<file path="src/rtl/nested_index_counter_pkg.sv">
// Shared definitions for the nested index sequencer: FSM state encoding
// used by the sequencer, the layer controller and the bench.
package nested_index_counter_pkg;

   typedef enum logic [1:0] {
      IDLE = 2'd0,
      RUN  = 2'd1,
      DONE = 2'd2
   } state_t;

   localparam int DEFAULT_INNER_WIDTH = 4;
   localparam int DEFAULT_OUTER_WIDTH = 4;

endpackage : nested_index_counter_pkg

</file>
<file path="src/rtl/nested_index_counter_limit_counter.sv">
// Single-dimension index counter with a run-time terminal value.
// Counts 0..limit inclusive and wraps to 0 on the increment that finds it at
// the limit. clear forces the count to 0 and wins over increment.
module param_limit_counter #(
   parameter int WIDTH = 4
) (
   input  logic             clock,
   input  logic             reset,
   input  logic             clear,
   input  logic             increment,
   input  logic [WIDTH-1:0] limit,
   output logic [WIDTH-1:0] count,
   output logic             last
);

   // Index register: clear first, then wrap-or-advance on increment.
   always_ff @(posedge clock or posedge reset) begin
      if (reset) begin
         count <= '0;
      end else if (clear) begin
         count <= '0;
      end else if (increment) begin
         if (last) begin
            count <= '0;
         end else begin
            count <= count + 1'b1;
         end
      end
   end

   // Terminal flag is decoded from registers only (count and latched limit).
   always_comb begin
      last = (count == limit);
   end

endmodule : param_limit_counter

</file>
<file path="src/rtl/nested_index_counter.sv">
// Two-level programmable index sequencer for layer iteration.
// The inner index walks neuron inputs, the outer index walks neurons/rows.
// A run is started from IDLE, advanced by increment in RUN, and finishes with
// a single-cycle DONE state after (inner_limit+1)*(outer_limit+1) steps.
module nested_index_counter
   import nested_index_counter_pkg::*;
#(
   parameter int INNER_WIDTH = DEFAULT_INNER_WIDTH,
   parameter int OUTER_WIDTH = DEFAULT_OUTER_WIDTH
) (
   input  logic                   clock,
   input  logic                   reset,
   input  logic                   clear,
   input  logic                   start,
   input  logic                   increment,
   input  logic [INNER_WIDTH-1:0] inner_limit,
   input  logic [OUTER_WIDTH-1:0] outer_limit,
   output logic [INNER_WIDTH-1:0] inner_count,
   output logic [OUTER_WIDTH-1:0] outer_count,
   output logic                   inner_last,
   output logic                   outer_last,
   output logic                   busy,
   output logic                   done
);

   state_t                 state;
   state_t                 state_next;
   logic [INNER_WIDTH-1:0] inner_limit_latched;
   logic [OUTER_WIDTH-1:0] outer_limit_latched;
   logic                   start_accept;
   logic                   count_clear;
   logic                   inner_step;
   logic                   outer_step;

   // Decode the qualified control strobes; clear overrides start and increment.
   always_comb begin
      start_accept = (state == IDLE) && start && !clear;
      count_clear  = clear || start_accept;
      inner_step   = (state == RUN) && increment && !clear;
      outer_step   = inner_step && inner_last;
   end

   // Limits are captured only when a run is accepted and survive clear.
   always_ff @(posedge clock or posedge reset) begin
      if (reset) begin
         inner_limit_latched <= '0;
         outer_limit_latched <= '0;
      end else if (start_accept) begin
         inner_limit_latched <= inner_limit;
         outer_limit_latched <= outer_limit;
      end
   end

   // State register.
   always_ff @(posedge clock or posedge reset) begin
      if (reset) begin
         state <= IDLE;
      end else begin
         state <= state_next;
      end
   end

   // Next-state logic: the final step of the final row ends the run.
   always_comb begin
      state_next = state;
      if (clear) begin
         state_next = IDLE;
      end else begin
         case (state)
            IDLE:    if (start) state_next = RUN;
            RUN:     if (increment && inner_last && outer_last) state_next = DONE;
            DONE:    state_next = IDLE;
            default: state_next = IDLE;
         endcase
      end
   end

   // Status outputs decoded purely from the state register.
   always_comb begin
      busy = (state == RUN);
      done = (state == DONE);
   end

   // Inner index: advances on every accepted increment.
   param_limit_counter #(
      .WIDTH(INNER_WIDTH)
   ) inner_counter (
      .clock     (clock),
      .reset     (reset),
      .clear     (count_clear),
      .increment (inner_step),
      .limit     (inner_limit_latched),
      .count     (inner_count),
      .last      (inner_last)
   );

   // Outer index: advances when the inner index wraps.
   param_limit_counter #(
      .WIDTH(OUTER_WIDTH)
   ) outer_counter (
      .clock     (clock),
      .reset     (reset),
      .clear     (count_clear),
      .increment (outer_step),
      .limit     (outer_limit_latched),
      .count     (outer_count),
      .last      (outer_last)
   );

endmodule : nested_index_counter

</file>
<file path="config.mk">
export PLATFORM = sky130hd
export DESIGN_NAME = nested_index_counter
export DESIGN_NICKNAME = d
export VERILOG_FILES = /design/src/rtl/nested_index_counter_pkg.sv /design/src/rtl/nested_index_counter_limit_counter.sv /design/src/rtl/nested_index_counter.sv
export SDC_FILE = /design/constraint.sdc
export NUM_CORES = 1
export LEC_CHECK = 0
export CORE_MARGIN = 10
export CORE_UTILIZATION = 45
export DETAILED_ROUTE_END_ITERATION = 10
export PLACE_DENSITY = 0.71
export SLEW_MARGIN = 20
export SYNTH_ARGS = -nofsm -noshare
export SYNTH_HDL_FRONTEND = slang
export SYNTH_SLANG_ARGS = --single-unit
</file>
<file path="constraint.sdc">
create_clock -name clock -period 2.7 [get_ports clock]
set_input_delay 0.54 -clock clock [delete_from_list [all_inputs] [get_ports clock]]
set_output_delay 0.54 -clock clock [all_outputs]
set_load 0.005 [all_outputs]
</file>
==> results of run 1 <==
[cells by family after synthesis]
family          count (synthesis)  share of synthesized area [%]
xor+xnor                        8                           7.36
buf+inv                         2                           1.05
mux                             8                           9.46
compound gates                 15                           10.5
simple gates                   28                           21.7
fa+ha+maj                       2                           2.63
flops                          18                           47.3
[placed cells by master, fill, tap and decap left out, types with 2 or more instances in the layout]
cell	n
clkdlybuf4s50_1	24
dfrtp_1	18
mux2_2	7
xnor2_1	4
a21oi_1	4
nand3_1	4
xor2_1	4
nand2_1	3
o21ai_0	3
clkbuf_4	3
nor2_1	2
or4_1	2
nor2b_1	2
o211ai_1	2
nor3b_1	2
a32o_1	2
ha_1	2
[area by class of cell]
| class | count | share of cell area [%] |
|---|---|---|
| multi-input cells | 61 | 38.7 |
| flip-flops and latches | 18 | 35.5 |
| repair buffers | 25 | 19.5 |
| clock buffers | 4 | 2.86 |
| well taps | 27 | 2.66 |
| inverters | 2 | 0.788 |
[flip-flops by register name (all words and copies together) (netlist names)]
name                 flops
inner_limit_latched      4
outer_counter.count      4
state                    2
outer_limit_latched      4
inner_counter.count      4
[worst min-delay path by stage]
stage	startpoint	end
3_3_place_gp	inner_limit_latched[0]	inner_limit_latched[0]
3_5_place_dp	inner_limit_latched[0]	inner_limit_latched[0]
4_1_cts	inner_limit_latched[0]	inner_limit_latched[0]
6_report	inner_limit_latched[0]	inner_limit_latched[0]
5_1_grt	inner_limit_latched[0]	inner_limit_latched[0]
2_1_floorplan	reset	inner_counter.count[0]
[Yosys cell counts (all sizes together)]
master  count  area, sq um
a21o        1         7.51
a21oi       4         20.0
a31o        1         8.76
a31oi       1         6.26
a32o        2         20.0
and2        1         6.26
and3        2         13.8
dfrtp      18          450
ha          2         25.0
inv         2         10.0
mux2        8         90.1
nand2       4         17.5
nand2b      1         6.26
nand3       4         20.0
nand4       1         12.5
nand4b      1         8.76
nor2        2         7.51
nor2b       2         12.5
nor3        2         15.0
nor3b       3         33.8
nor4        1         21.3
nor4b       1         8.76
o211ai      2         15.0
o21ai       3         15.0
o21bai      1         7.51
or3         1         7.51
or4         2         15.0
xnor2       4         35.0
xor2        4         35.0
[where the power goes]
group          switching, mW  internal, mW  leakage, nW
Sequential            0.0213         0.299        0.232
Combinational         0.0650        0.0781        0.264
Clock                 0.0815        0.0822       0.0210
[critical path: stages (launching register included)]
cell and delay, ps:
dfrtp_1 440, xor2_1 190, nor4_4 490, clkdlybuf4s50_1 590
[metal layers]
metal / GRT usage [%] / vias up / share of wire, %
met2: 17.4 / 16 / 51
li1: - / 362 / -
met4: 4.45 / 0 / 1.1
met3: 3.39 / 4 / 4.0
met5: 0 / - / 0
met1: 11.8 / 368 / 44
==> flow_summary.json, run 1 <==
{
  "run_status": "completed",
  "post_route_insts_no_fill": 137,
  "start_util_pct": 48.0,
  "min_period_over_period_pct": 93.9,
  "post_detail_place_hpwl_microns": 1630,
  "worst_slack_ps": 166,
  "fin_nets": 126,
  "dpl.cell_count": 133,
  "area.sequential_sq_um": 450,
  "tritoncts_clock_tree": "built",
  "antenna_found_initial": 0,
  "cp-endpoint": "outer_last",
  "vdd_ir_drop_max_uv": 388,
  "worst_skew_pair.late_latency_ps": 290,
  "reg2reg_from": "inner_counter.count[2]",
  "setup.worst_path.class": "flop to output port",
  "tritoncts.num_buffers": 3,
  "ctsResizeCount": 0,
  "portBuffers": 24,
  "die_w_microns": 66,
  "number_of_inserted_filler_cells_in_the_final_layout": 155,
  "placed_area_sq_mm": 0.00123,
  "core-area_sq_mm": 0.00198,
  "maximum_fanout_along_the_worst_path": 8,
  "die_height_microns": 66,
  "grt_start_max_net_pins": 19,
  "number_of_nets_with_antenna_violations_after_detailed_routing": 0,
  "first_global_vias": 768,
  "report.power.total_mw": 0.628,
  "ff2ff_setup_slack_ps": 1030,
  "cts_hold_buffers": 0,
  "drt_iter0_markers": 14,
  "layout_min_cycle_time_ps": 2530,
  "skew_ps": 0.348,
  "drc": 0,
  "multi_input_area_sq_um": 492,
  "synth_seq_cells": 18,
  "synthToLayoutAreaGrowth_pct": 33.4,
  "die_area_sq_mm": 0.00436,
  "timing.reg2reg.worst_path_depth": 4,
  "design.portCount": 25,
  "holdCritPathClass": "flop to flop",
  "yosys_warnings": 0,
  "setup_tns_ps": 0,
  "final_util_pct": 64.1,
  "worstPathArrival_ps": 1990,
  "data_required_critical_path_ps": 2160,
  "gp_congestion": 0.758,
  "grt_util_all_layers_pct": 10.4,
  "std_cell_rows": 16,
  "synth.net_count": 96,
  "regToRegEndpoint": "outer_counter.count[0]",
  "max-cap-violations": 0,
  "mapped_avg_cell_area_sq_um": 11.8,
  "dr_total_vias": 750,
  "worst_pin_slew_ps": 660,
  "cts.sink_count": 18,
  "post_route_cells_drive_above_1_share_pct": 19.1,
  "yosysSeqAreaShare_pct": 47.3,
  "synth_cell_type_count": 35,
  "finalSetupViolations": 0,
  "syn_inst": 81,
  "avgRoutedWirePerCell_microns": 15.3,
  "min_delay_path_depth": 1,
  "syn-cell-area_sq_um": 952,
  "finalWirelength_microns": 2090,
  "clock_path_buffers": 2,
  "slew_headroom_pct": 55.9,
  "rsz0062_at_grt": "no",
  "ctsHtreeMaxLevel": 1,
  "cts.clk_slew.worst_paths_ps": 100,
  "dr.pass1.iters": 4,
  "worst_setup_path_end_kind": "output port",
  "timing_max_transition_violations_final": 0,
  "finished_layout_cell_area_sq_mm": 0.00127,
  "routed_via_density": 5.47,
  "pwr_density_cell_mw_per_mm2": 494,
  "startpoint_type": "flop",
  "grt_first_pass_wirelength_microns": 3620,
  "timing_hold_violations_final": 0,
  "gr-total-overflow": 0,
  "timing.critical_path.from": "outer_counter.count[1]",
  "antenna_cells_inserted": 0,
  "finalHoldWorstSlack_ps": 534,
  "preCtsSetupSlack_ps": 434,
  "clk_root_buffer_cell": "clkbuf_4",
  "leakagePower_nw": 0.517,
  "fmax_mhz": 395,
  "post_cts_repair_setup_buffers": 0
}
No activity file was read; power rests on OpenSTA's default activity.
==> inputs of run 2 (changes only) <==
--- a/config.mk
+++ b/config.mk
@@ -5,6 +5,7 @@
 export SDC_FILE = /design/constraint.sdc
 export NUM_CORES = 1
 export LEC_CHECK = 0
+export ABC_AREA = 0
 export CORE_MARGIN = 10
 export CORE_UTILIZATION = 45
 export DETAILED_ROUTE_END_ITERATION = 10
==> results of run 2 <==
No change in the layout: final DEF, timing and power equal those of run 1.
==> inputs of run 3 (changes only) <==
--- a/config.mk
+++ b/config.mk
@@ -6,10 +6,11 @@
 export NUM_CORES = 1
 export LEC_CHECK = 0
 export ABC_AREA = 0
+export CAP_MARGIN = 0
 export CORE_MARGIN = 10
-export CORE_UTILIZATION = 45
+export CORE_UTILIZATION = 50
 export DETAILED_ROUTE_END_ITERATION = 10
-export PLACE_DENSITY = 0.71
+export PLACE_DENSITY = 0.78
 export SLEW_MARGIN = 20
 export SYNTH_ARGS = -nofsm -noshare
 export SYNTH_HDL_FRONTEND = slang
==> flow_summary.json, run 3 (synthesis results as in run 1) <==
{
  "fin_nets": 126,
  "pwr_density_cell_mw_per_mm2": 478,
  "die_w_microns": 63.6,
  "worst_skew_pair.late_latency_ps": 290,
  "worst_slack_ps": 207,
  "synthToLayoutAreaGrowth_pct": 31.7,
  "fmax_mhz": 401,
  "gp_congestion": 0.783,
  "post_route_insts_no_fill": 134,
  "timing_hold_violations_final": 0,
  "cts.sink_count": 18,
  "rsz0062_at_grt": "no",
  "layout_min_cycle_time_ps": 2490,
  "number_of_inserted_filler_cells_in_the_final_layout": 141,
  "combinational_cell_fraction_of_total_power_pct": 23.9,
  "drc": 0,
  "cts_hold_buffers": 0,
  "ctsHtreeMaxLevel": 1,
  "drt_iter0_markers": 8,
  "critPathTopFamily": "buffers and inverters",
  "min_period_over_period_pct": 92.3,
  "leakagePower_nw": 0.510,
  "multi_input_area_sq_um": 492,
  "skew_ps": 1.59,
  "ff2ff_setup_slack_ps": 1030,
  "antenna_found_initial": 0,
  "routed_via_density": 5.46,
  "finalSetupViolations": 0,
  "std_cell_rows": 15,
  "finalWirelength_microns": 2110,
  "power.share.switching_pct": 28.4,
  "setup_tns_ps": 0,
  "final_cell_mix": "24 x clkdlybuf4s50_1, 18 x dfrtp_1, 7 x mux2_2",
  "tritoncts_clock_tree": "built",
  "dpl.cell_count": 131,
  "grt_first_pass_wirelength_microns": 3550,
  "antenna_cells_inserted": 0,
  "start_util_pct": 54.0,
  "startpoint_type": "flop",
  "maximum_fanout_along_the_worst_path": 8,
  "worst_setup_path_end_kind": "output port",
  "portBuffers": 24,
  "avgRoutedWirePerCell_microns": 15.7,
  "gr-total-overflow": 0,
  "slew_headroom_pct": 55.4,
  "die_area_sq_mm": 0.00405,
  "holdCritPathClass": "flop to flop",
  "clock_path_buffers": 2,
  "preCtsSetupSlack_ps": 468,
  "critical_path_buf_inv_count": 1,
  "timing.critical_path.cells": "xor2_1 -> nor4_4 -> clkdlybuf4s50_1",
  "post_cts_repair_setup_buffers": 0,
  "power.internal_mw": 0.430,
  "report.power.total_mw": 0.600,
  "first_global_vias": 740,
  "power_share_of_the_clock_group_pct": 22.5,
  "max-cap-violations": 0,
  "grt_start_max_net_pins": 19,
  "clk_root_buffer_cell": "clkbuf_4",
  "ctsResizeCount": 0,
  "finished_layout_cell_area_sq_mm": 0.00125,
  "tritoncts.num_buffers": 3,
  "post_detail_place_hpwl_microns": 1570,
  "power_frac_seq_pct": 53.6,
  "core-area_sq_mm": 0.00176,
  "switchingPower_mw": 0.170,
  "vdd_ir_drop_max_uv": 356,
  "dr_total_vias": 732,
  "setup.worst_path.class": "flop to output port",
  "grt_util_all_layers_pct": 10.6,
  "worst_path_largest_cell_delay_ps": 590,
  "area.sequential_sq_um": 450,
  "die_height_microns": 63.6,
  "number_of_nets_with_antenna_violations_after_detailed_routing": 0,
  "dr.pass1.iters": 4,
  "post_route_cells_drive_above_1_share_pct": 18.3,
  "design.portCount": 25,
  "cts.clk_slew.worst_paths_ps": 100,
  "worst_pin_slew_ps": 669,
  "mostFrequentLayoutCell": "clkdlybuf4s50_1",
  "data_required_critical_path_ps": 2160,
  "placed_area_sq_mm": 0.00123,
  "worstPathArrival_ps": 1950,
  "worst_path_max_delay_cell": "clkdlybuf4s50_1",
  "timing_max_transition_violations_final": 0,
  "run_status": "completed"
}
## run 3: cell count changes in the layout (fill, tap and decap cells not counted)
cell      delta
clkbuf_8     -1
## run 3: worst paths after layout
kind | start | cells after the start | end
worst min register to register | inner_limit_latched[0] | 1 | inner_limit_latched[0]
worst max-delay path | outer_counter.count[1] | 3 | outer_last
worst max register to register | inner_counter.count[0] | 4 | outer_counter.count[0]
max in group asynchronous | reset | 2 | outer_limit_latched[3]
worst min-delay path | inner_limit_latched[0] | 1 | inner_limit_latched[0]
min in group asynchronous | reset | 2 | outer_counter.count[0]
## run 3: stage by stage
step	hold WS, ps	util (%)
2_1_floorplan	479	-
3_3_place_gp	491	69.8
3_5_place_dp	496	69.8
4_1_cts	520	71.1
5_1_grt	544	71.1
6_report	520	71.1
## run 3: per-layer routing
metal	up-vias	share of wire, %	global-route usage, %
li1	360	-	-
met1	353	47	14.0
met2	15	48	16.5
met3	4	2.8	1.94
met4	0	1.6	4.10
met5	-	0	0
## run 3: final cells by class
| cell class | instances | share of cell area (%) |
|---|---|---|
| clock buffer | 3 | 1.80 |
| tap | 25 | 2.50 |
| sequential | 18 | 35.9 |
| multi-input combinational | 61 | 39.2 |
| timing repair buffer | 25 | 19.8 |
| inverter | 2 | 0.798 |
## run 3: power by group through the flow
stage,combinational (mW),clock (mW),sequential [mW]
floorplan,0.0955,0,0.321
global placement,0.142,0,0.325
detailed placement,0.144,0,0.327
CTS,0.145,0.134,0.322
global route,0.157,0.147,0.325
finish,0.143,0.135,0.321
